[src/rtl/map_access_arbiter_if.sv]
// Requester and map-RAM signal bundle for map_access_arbiter.
// master = requesters plus map RAM, slave = the arbiter.
interface map_access_arbiter_if #(
  parameter int unsigned NUM_REQ = 4
);
  logic [NUM_REQ-1:0]   req;
  logic [NUM_REQ-1:0]   we_in;
  logic [5*NUM_REQ-1:0] x_in;
  logic [5*NUM_REQ-1:0] y_in;
  logic [3*NUM_REQ-1:0] wdata_in;
  logic [NUM_REQ-1:0]   grant;
  logic [NUM_REQ-1:0]   done;
  logic [2:0]           rdata;
  logic                 busy;
  logic [4:0]           ram_x;
  logic [4:0]           ram_y;
  logic                 ram_we;
  logic [2:0]           ram_wdata;
  logic [2:0]           ram_rdata;

  modport master (
    output req, we_in, x_in, y_in, wdata_in, ram_rdata,
    input  grant, done, rdata, busy, ram_x, ram_y, ram_we, ram_wdata
  );

  modport slave (
    input  req, we_in, x_in, y_in, wdata_in, ram_rdata,
    output grant, done, rdata, busy, ram_x, ram_y, ram_we, ram_wdata
  );
endinterface

[src/rtl/map_access_arbiter.sv]
// Round-robin arbiter granting pacman/ghost requesters 4-cycle access to the map RAM.
// Optional macro PACMAN_PRIORITY_EN: requester 0 always wins, ghosts round-robin behind it.
module map_access_arbiter #(
  parameter int unsigned NUM_REQ = 4,
  parameter int unsigned MAP_W   = 24,
  parameter int unsigned MAP_H   = 24
) (
  input logic clock,
  input logic reset,
  map_access_arbiter_if.slave bus
);
  localparam int unsigned IDX_W = (NUM_REQ > 1) ? $clog2(NUM_REQ) : 1;
  localparam logic [2:0]  WALL  = 3'b011;

  typedef enum logic [1:0] {IDLE, ISSUE, WAIT, DONE} state_t;
  state_t state, state_next;

  logic [IDX_W-1:0]   last_winner;
  logic [IDX_W-1:0]   win;
  logic               found;
  int unsigned        cand;
  logic [NUM_REQ-1:0] grant_q;
  logic [2:0]         rdata_q;
  logic               r_we, r_oob;
  logic [4:0]         r_x, r_y;
  logic [2:0]         r_wdata;
  logic               sel_we;
  logic [4:0]         sel_x, sel_y;
  logic [2:0]         sel_wdata;

`ifdef PACMAN_PRIORITY_EN
  logic [IDX_W-1:0] last_ghost;

  always_comb begin
    found = 1'b0;
    win   = '0;
    cand  = 0;
    if (bus.req[0]) begin
      found = 1'b1;
    end else begin
      // ghost ring 1..NUM_REQ-1 resumes after the last ghost served
      for (int unsigned k = 1; k < NUM_REQ; k++) begin
        cand = 1 + ((32'(last_ghost) + k - 1) % (NUM_REQ - 1));
        if (!found && bus.req[IDX_W'(cand)]) begin
          found = 1'b1;
          win   = IDX_W'(cand);
        end
      end
    end
  end
`else
  always_comb begin
    found = 1'b0;
    win   = '0;
    cand  = 0;
    for (int unsigned k = 1; k <= NUM_REQ; k++) begin
      cand = (32'(last_winner) + k) % NUM_REQ;
      if (!found && bus.req[IDX_W'(cand)]) begin
        found = 1'b1;
        win   = IDX_W'(cand);
      end
    end
  end
`endif

  always_comb begin
    sel_we    = 1'b0;
    sel_x     = '0;
    sel_y     = '0;
    sel_wdata = '0;
    for (int unsigned i = 0; i < NUM_REQ; i++) begin
      if (win == IDX_W'(i)) begin
        sel_we    = bus.we_in[i];
        sel_x     = bus.x_in[5*i +: 5];
        sel_y     = bus.y_in[5*i +: 5];
        sel_wdata = bus.wdata_in[3*i +: 3];
      end
    end
  end

  always_ff @(posedge clock) begin
    if (reset) state <= IDLE;
    else       state <= state_next;
  end

  always_comb begin
    state_next = state;
    case (state)
      IDLE:    if (found) state_next = ISSUE;
      ISSUE:   state_next = WAIT;
      WAIT:    state_next = DONE;
      DONE:    state_next = IDLE;
      default: state_next = IDLE;
    endcase
  end

  always_ff @(posedge clock) begin
    if (reset) begin
      grant_q     <= '0;
      rdata_q     <= '0;
      r_we        <= 1'b0;
      r_oob       <= 1'b0;
      r_x         <= '0;
      r_y         <= '0;
      r_wdata     <= '0;
      last_winner <= IDX_W'(NUM_REQ - 1);
`ifdef PACMAN_PRIORITY_EN
      last_ghost  <= IDX_W'(NUM_REQ - 1);
`endif
    end else begin
      case (state)
        IDLE: if (found) begin
          for (int unsigned i = 0; i < NUM_REQ; i++) grant_q[i] <= (win == IDX_W'(i));
          r_we        <= sel_we;
          r_x         <= sel_x;
          r_y         <= sel_y;
          r_wdata     <= sel_wdata;
          r_oob       <= (32'(sel_x) >= MAP_W) || (32'(sel_y) >= MAP_H);
          last_winner <= win;
`ifdef PACMAN_PRIORITY_EN
          if (win != '0) last_ghost <= win;
`endif
        end
        WAIT: if (!r_we) rdata_q <= r_oob ? WALL : bus.ram_rdata;
        DONE: grant_q <= '0;
        default: ;
      endcase
    end
  end

  assign bus.grant     = grant_q;
  assign bus.done      = (state == DONE) ? grant_q : '0;
  assign bus.rdata     = rdata_q;
  assign bus.busy      = (state != IDLE);
  assign bus.ram_x     = r_x;
  assign bus.ram_y     = r_y;
  assign bus.ram_wdata = r_wdata;
  assign bus.ram_we    = (state == ISSUE) && r_we && !r_oob;
endmodule

[src/flat_wrapper.sv]
// flat-port wrapper written by rule: the top's interface ports become plain ports
module map_access_arbiter_flat 
#(
  parameter int unsigned NUM_REQ = 4,
  parameter int unsigned MAP_W   = 24,
  parameter int unsigned MAP_H   = 24
)
  (clock, reset, bus_req, bus_we_in, bus_x_in, bus_y_in, bus_wdata_in, bus_ram_rdata, bus_grant, bus_done, bus_rdata, bus_busy, bus_ram_x, bus_ram_y, bus_ram_we, bus_ram_wdata);
  map_access_arbiter_if #(.NUM_REQ(NUM_REQ)) bus_i ();
  input logic clock;
  input logic reset;
  input wire logic [$bits(bus_i.req)-1:0] bus_req;
  input wire logic [$bits(bus_i.we_in)-1:0] bus_we_in;
  input wire logic [$bits(bus_i.x_in)-1:0] bus_x_in;
  input wire logic [$bits(bus_i.y_in)-1:0] bus_y_in;
  input wire logic [$bits(bus_i.wdata_in)-1:0] bus_wdata_in;
  input wire logic [$bits(bus_i.ram_rdata)-1:0] bus_ram_rdata;
  output wire logic [$bits(bus_i.grant)-1:0] bus_grant;
  output wire logic [$bits(bus_i.done)-1:0] bus_done;
  output wire logic [$bits(bus_i.rdata)-1:0] bus_rdata;
  output wire logic [$bits(bus_i.busy)-1:0] bus_busy;
  output wire logic [$bits(bus_i.ram_x)-1:0] bus_ram_x;
  output wire logic [$bits(bus_i.ram_y)-1:0] bus_ram_y;
  output wire logic [$bits(bus_i.ram_we)-1:0] bus_ram_we;
  output wire logic [$bits(bus_i.ram_wdata)-1:0] bus_ram_wdata;
  assign bus_i.req = bus_req;
  assign bus_i.we_in = bus_we_in;
  assign bus_i.x_in = bus_x_in;
  assign bus_i.y_in = bus_y_in;
  assign bus_i.wdata_in = bus_wdata_in;
  assign bus_i.ram_rdata = bus_ram_rdata;
  assign bus_grant = bus_i.grant;
  assign bus_done = bus_i.done;
  assign bus_rdata = bus_i.rdata;
  assign bus_busy = bus_i.busy;
  assign bus_ram_x = bus_i.ram_x;
  assign bus_ram_y = bus_i.ram_y;
  assign bus_ram_we = bus_i.ram_we;
  assign bus_ram_wdata = bus_i.ram_wdata;
  map_access_arbiter #(.NUM_REQ(NUM_REQ), .MAP_W(MAP_W), .MAP_H(MAP_H)) u_core (.clock(clock), .reset(reset), .bus(bus_i));
endmodule
[config.mk]
export PLATFORM = sky130hd
export DESIGN_NAME = map_access_arbiter_flat
export DESIGN_NICKNAME = d
export VERILOG_FILES = /design/src/rtl/map_access_arbiter_if.sv /design/src/rtl/map_access_arbiter.sv /design/src/flat_wrapper.sv
export SDC_FILE = /design/constraint.sdc
export NUM_CORES = 1
export LEC_CHECK = 0
export BUFFER_PORTS_ARGS = -buffer_cell sky130_fd_sc_hd__buf_2
export CAP_MARGIN = 0
export CORE_UTILIZATION = 47
export DETAILED_ROUTE_END_ITERATION = 6
export PLACE_DENSITY = 0.85
export SYNTH_ARGS = -nofsm -noshare
export SYNTH_HDL_FRONTEND = slang
export SYNTH_SLANG_ARGS = --single-unit
[constraint.sdc]
create_clock -name clock -period 3.92 [get_ports clock]
set_clock_uncertainty 0.2 [all_clocks]
set_input_delay 0.392 -clock clock [delete_from_list [all_inputs] [get_ports clock]]
set_output_delay 0.392 -clock clock [all_outputs]
set_load 0.1 [all_outputs]
==> out/metrics.cfg, run 1 <==
[yosys]
syn_inst=189
ys_types=31
ys_seq_elements=26
synth_fa_ha_area_share_pct=3.940
synth_top_family_by_area=multiplexers
syn_nets=259
yosys.area_share.xor_xnor_pct=0
yosys.area_share.simple_pct=18.60
yosysSeqAreaShare_pct=32.78
synth-compound-area-share_pct=18.44
syn-cell-area_um2=1588
synth.mux.area_fraction_pct=20.96
yosysWarnings=0
avgSynthCellArea_um2=8.401

[worst_setup_path]
worstPathCellList=inv_1 -> a221o_1 -> a21oi_2 -> mux2i_1 -> a22oi_1 -> a211oi_2
start_kind=flip-flop
required_ns=3.98
max_stage_delay_ns=0.67
cp.arrival_ns=2.42
cp-end-kind=flip-flop
crit_family=compound AO/OA/AOI/OAI gates
path_class=reg2reg
crit_buf_inv=1
critPathSlowestCell=a21oi_2
crit_fanout=16

[clock_network]
clk_pin_slew_ns=0.14
cts_buffer_depth=2
clk-insertion-delay-late_ns=0.32
cts_tree=done
cts_resized=0
cts_buffers=3
cts.sinks=26
cts-root-buf=clkbuf_4
cts_setup_buffers=0
htreeDepth=1
cts-hold-fix-buffers=0

[timing]
slew_viol_final=0
rsz0062_at_grt=false
fin_crit_sh_pct=60.20
fmax_mhz=423.7
slew-limit-headroom_pct=45.02
fin_setup_tns_ns=0
post-route-min-period_ns=2.360
setup_viol=0
hold_viol=0
worst_pin_slew_ns=0.8248

[global_route]
grt_pass1_vias=1390
busiest_layer=met2
grt_max_degree=33
grt_overflow=0
grt_usage_pct=21.60
use_met1_pct=26.35
grt_first_pass_wirelength_um=5913
grt_antenna_before_repair=0
grtUsageMet2_pct=38.62
met3_usage_pct=4.545

[drt]
drtIter0Drc=61
firstDrtPassIters=4
vias=1604
drc=0
wl_um=3668
detail-route-antenna-nets=0
wl_per_cell_um=11.53
viasPerCell=5.044

[floorplan]
die_area_um2=3614
rows=20
die_h_um=60.12
ios=91
fp.dieW_um=60.12
start_util_pct=50.76
core_area_um2=3128

[power]
leakage_nw=1.044
ir_worst_vdd_mv=0.4367
total_power_mw=1.687
p_per_area_nw_per_um2=800.6

[finish]
final_cell_mix=90 x buf_2, 31 x nand2_1, 26 x dfxtp_1
fin_util_pct=67.36
n_antenna_cell=0
final_net_count=345
layoutNonFillerInstCount=318
area_delta_synth_final_pct=32.70
mostFrequentLayoutCell=buf_2
drive_above_1_share_pct=40.15

[job]
drv_cap=0

[run_status]
status=finished clean

[placed_design]
dp_hpwl_um=2793
dp_cells=314
gp_congestion=0.7781
io_buffers=90

[min_path]
hp-class=in2reg

sequential cells by signal, summed over array words and instances (netlist names):
name                  count
u_core.last_winner        2
u_core.bus.ram_y          5
u_core.r_we               1
u_core.bus.ram_x          5
u_core.bus.rdata          3
u_core.r_oob              1
u_core.bus.grant          4
u_core.bus.ram_wdata      3
u_core.state              2
report_power, final:
group,switching (mW),internal (mW),total [mW]
Clock,0.0780,0.103,0.181
Sequential,0.0530,0.348,0.401
Combinational,0.819,0.286,1.10
Total,0.950,0.737,1.69
final timing paths:
path	startpoint	to	slack, ns	cells past startpoint
setup / recovery	u_core.last_winner[0]$_SDFFE_PP1P_	u_core.r_oob$_SDFFE_PP0P_	1.56	6
hold / removal	bus_ram_rdata[2]	u_core.bus.rdata[2]$_SDFFE_PP0P_	0.12	3
setup reg to reg	u_core.last_winner[0]$_SDFFE_PP1P_	u_core.r_oob$_SDFFE_PP0P_	1.56	6
hold reg to reg	u_core.bus.ram_wdata[2]$_SDFFE_PP0P_	u_core.bus.ram_wdata[2]$_SDFFE_PP0P_	0.26	2
routing by layer:
layer  part of all wire (%)  wire length [µm]
met4                   0.60                22
met1                     46              1680
met3                    6.1               223
met5                      0                 0
met2                     47              1742
cell usage after synthesis:
master	number	area [µm²]
buf_6	2	22.52
dfxtp_1	26	520.5
o211ai_1	10	75.07
mux2_2	10	112.6
a211oi_2	1	12.51
a211oi_4	1	20.02
nor3b_1	1	7.510
a21o_1	1	7.510
and3b_1	1	8.760
a211o_1	1	8.760
nand3_1	2	10.01
a221o_1	1	10.01
nand2b_1	3	18.77
nand3b_1	3	22.52
ha_1	5	62.56
inv_1	5	18.77
a211oi_1	3	22.52
buf_2	4	20.02
a32oi_1	1	8.760
nand2_1	31	116.4
a21oi_1	20	100.1
clkbuf_1	5	18.77
nor2b_1	2	12.51
o21a_1	1	7.510
nor2_1	17	63.81
a22oi_1	2	15.01
nor3_1	2	10.01
mux2i_1	22	220.2
and2_1	4	25.02
buf_1	1	3.750
o21ai_0	1	5.000
metrics by stage:
step	area, µm²	hold WS, ns	setup WS [ns]
finish	2107	0.1153	1.560
CTS	2107	0.1016	1.539
floorplan	1588	0.2454	1.461
detailed placement	2054	0.2446	1.411
global route	2107	0.1122	1.383
global placement	2054	0.2397	1.498
cell families after synthesis:
logic type | Yosys count
buffers and inverters | 17
AO/OA/AOI/OAI | 43
adder cells (fa/ha/maj) | 5
multiplexers | 32
AND/OR/NAND/NOR | 66
flip-flops | 26
cell type report:
cell class / count / area (µm²)
Clock buffer: 3 / 22.52
Clock inverter: 1 / 30.03
Fill cell: 282 / 1021
Inverter: 5 / 18.77
Multi-Input combinational cell: 146 / 987.2
Sequential cell: 26 / 520.5
Tap cell: 44 / 55.05
Timing Repair Buffer: 93 / 473.0
worst min-delay path, cell delays in order:
cell and delay, ns:
buf_2 0.10, nand3b_1 0.07, a21oi_1 0.06
Note: power is estimated with default switching activity, not from simulation.
==> inputs of run 2 (changes only) <==
Settings changed: ABC_AREA set to 1, CORE_UTILIZATION 47 to 46, PLACE_DENSITY 0.85 to 0.81.
Clock period 3.92 ns to 2.4 ns, I/O delays scaled along.
==> out/metrics.cfg, run 2 <==
[worst_setup_path]
required_ns=2.42  ; was 3.98 ns
startpoint=u_core.last_winner[0]$_SDFFE_PP1P_  ; unchanged
path_class=reg2reg  ; unchanged
rr_startpoint=u_core.last_winner[0]$_SDFFE_PP1P_  ; unchanged
worstPathCellList=buf_4 -> nand2_1 -> nand2_1 -> nand2_1 -> nand2_1 -> nor2_4 -> nand3b_1 -> nand2_4 -> buf_4 -> buf_4 -> nand3_1 -> nand4_1 -> nand3_1 -> nand3_2 -> nand2_1 -> inv_1  ; was inv_1 -> a221o_1 -> a21oi_2 -> mux2i_1 -> a22oi_1 -> a211oi_2
r2r_cells=16  ; was 6
reg2reg_setup_slack_ns=0.13  ; was 1.56 ns
cp.depth=16  ; was 6
critPathSlowestCell=dfxtp_2  ; was a21oi_2
crit_fanout=7  ; was 16
start_kind=flip-flop  ; unchanged
cp-end-kind=flip-flop  ; unchanged
crit_top_cell=nand2_1
cp.arrival_ns=2.29  ; was 2.42 ns
crit_buf_inv=4  ; was 1
max_stage_delay_ns=0.34  ; was 0.67 ns
crit_family=simple AND/OR/NAND/NOR gates  ; was compound AO/OA/AOI/OAI gates

[yosys]
synth_area_leaders=dfxtp_1 29%, nand2_1 19%, nand3_1 7.0%  ; was dfxtp_1 33%, mux2i_1 14%, nand2_1 7.3%
synthDominantCellAreaShare_pct=28.99  ; was 32.78%
yosysWarnings=0  ; unchanged
syn_inst=280  ; was 189
synth_flop_cell=dfxtp_1  ; unchanged
synth.largest_area_cell=dfxtp_1  ; unchanged
syn_nets=350  ; was 259
synth-edff-count=0  ; unchanged
syn-cell-area_um2=1795  ; was 1588 µm²
synth_commonest_cells=91 x nand2_1, 26 x dfxtp_1, 25 x nand3_1, 23 x a21oi_1, 21 x inv_1  ; was 31 x nand2_1, 26 x dfxtp_1, 22 x mux2i_1, 20 x a21oi_1, 17 x nor2_1
ys_types=27  ; was 31
yosysSeqAreaShare_pct=28.99  ; was 32.78%
ys_seq_elements=26  ; unchanged
avgSynthCellArea_um2=6.412  ; was 8.401 µm²
synth_most_common_cell=nand2_1  ; unchanged
synthArstFlopShare_pct=0  ; unchanged

[placed_design]
place_area_um2=2271  ; was 2054 µm²
gp_congestion=0.8430  ; was 0.7781
dp_cells=411  ; was 314
io_buffers=90  ; unchanged
dp_hpwl_um=3731  ; was 2793 µm

[finish]
mostFrequentLayoutCell=nand2_1  ; was buf_2
drive_above_1_share_pct=36.46  ; was 40.15%
fin_area_um2=2387  ; was 2107 µm²
area_delta_synth_final_pct=32.96  ; was 32.70%
fin_util_pct=64.72  ; was 67.36%
final_net_count=444  ; was 345
n_antenna_cell=0  ; unchanged
final_cell_mix=91 x nand2_1, 90 x buf_2, 25 x nand3_1  ; was 90 x buf_2, 31 x nand2_1, 26 x dfxtp_1
layoutNonFillerInstCount=421  ; was 318

[floorplan]
die_area_um2=4157  ; was 3614 µm²
die_h_um=64.48  ; was 60.12 µm
rows=22  ; was 20
ios=91  ; unchanged
start_util_pct=48.68  ; was 50.76%
fp.dieW_um=64.48  ; was 60.12 µm
core_area_um2=3689  ; was 3128 µm²

[drt]
vias=2198  ; was 1,604
firstDrtPassIters=5  ; was 4
wl_per_cell_um=11.81  ; was 11.53 µm
drtIter0Drc=66  ; was 61
wl_um=4972  ; was 3668 µm
viasPerCell=5.221  ; was 5.044
detail-route-antenna-nets=0  ; unchanged
drc=0  ; unchanged

[min_path]
hp-start=bus_wdata_in[9]  ; was bus_ram_rdata[2]
hp-class=in2reg  ; unchanged
hold_depth=3  ; unchanged

[timing]
fin_crit_sh_pct=94.60  ; was 60.20%
post-route-min-period_ns=2.270  ; was 2.360 ns
hold_viol=0  ; unchanged
worst_pin_slew_ns=0.4941  ; was 0.8248 ns
setup_viol=0  ; unchanged
slew-limit-headroom_pct=67.29  ; was 45.02%
slew_viol_final=0  ; unchanged
fmax_mhz=440.4  ; was 423.7 MHz

[job]
drv_cap=0  ; unchanged

[global_route]
grt_usage_pct=24.88  ; was 21.60%
grt_pass1_vias=2038  ; was 1,390
grt_antenna_before_repair=0  ; unchanged
grt_first_pass_wirelength_um=8445  ; was 5913 µm
grt_max_degree=26  ; was 33
grt_overflow=0  ; unchanged

[clock_network]
clk_pin_slew_ns=0.09  ; was 0.14 ns
cts.sinks=26  ; unchanged
cts_buffers=3  ; unchanged
htreeDepth=1  ; unchanged
cts_buffer_depth=2  ; unchanged
cts_tree=done  ; unchanged
clk-insertion-delay-late_ns=0.27  ; was 0.32 ns
cts-root-buf=clkbuf_8  ; was clkbuf_4

[run_status]
status=finished clean  ; unchanged

run 2: cell count changes in the layout (fill, tap and decap cells not counted), sizes merged, moves of 18 or more:
cell,change
inv,+25
mux2i,-22
nand2,+69
nand3,+26
o21ai,+18
run 2: worst register-to-register path: stages, from the launching register on:
cell      delay, ns
dfxtp_2        0.34
buf_4          0.15
nand2_1        0.08
nand2_1        0.07
nand2_1        0.07
nand2_1        0.09
nor2_4         0.15
nand3b_1       0.18
nand2_4        0.17
buf_4          0.13
buf_4          0.09
nand3_1        0.08
nand4_1        0.13
nand3_1        0.10
nand3_2        0.08
nand2_1        0.05
inv_1          0.06
run 2: routing by layer:
metal | GRT usage [%] | vias to the layer above | share of wire (%)
met5 | 0 | - | 0
met4 | 3.889 | 0 | 1.0
met3 | 4.049 | 6 | 5.3
li1 | - | 1101 | -
met2 | 47.76 | 90 | 51
met1 | 28.97 | 1001 | 43
run 2: path summary, 6_finish.rpt:
path,to
setup / recovery,u_core.r_oob$_SDFFE_PP0P_
hold / removal,u_core.bus.ram_wdata[0]$_SDFFE_PP0P_
setup reg to reg,u_core.r_oob$_SDFFE_PP0P_
hold reg to reg,u_core.bus.rdata[0]$_SDFFE_PP0P_
run 2: final cells by class:
class	count	area, µm²
clock buffer	4	55.05
fill	360	1301
inverter	31	125.1
multi-input combinational	212	1082
sequential	26	523.0
tap	48	60.06
timing repair buffer	100	541.8
run 2: cells by family after synthesis:
family          after synthesis  share of synthesized area [%]
fa+ha+maj                     5                          3.484
buf+inv                      43                          11.22
flops                        26                          28.99
compound gates               55                          16.79
simple gates                151                          39.51
run 2: timing repair:
item,CTS,global route
hold buffers,0,0
buffers inserted,0,5
resized for setup,0,9
setup endpoints to repair,0,14
endpoints found under the hold margin,0,0
run 2: through the flow:
step                      hold slack (ns)  worst slack [ns]  TNS [ns]
final                             0.03431            0.1295         0
after detailed placement           0.2581            0.1353         0
after CTS                         0.03012           0.09511         0
after global placement             0.2462            0.1887         0
after floorplan                    0.1397            0.1192         0
after global routing              0.03804          -0.04810  -0.06449
Power of run 2 is left out: the tool's default activity adds up to more than one toggle a clock period on the data nets, which glitch-free logic cannot reach.
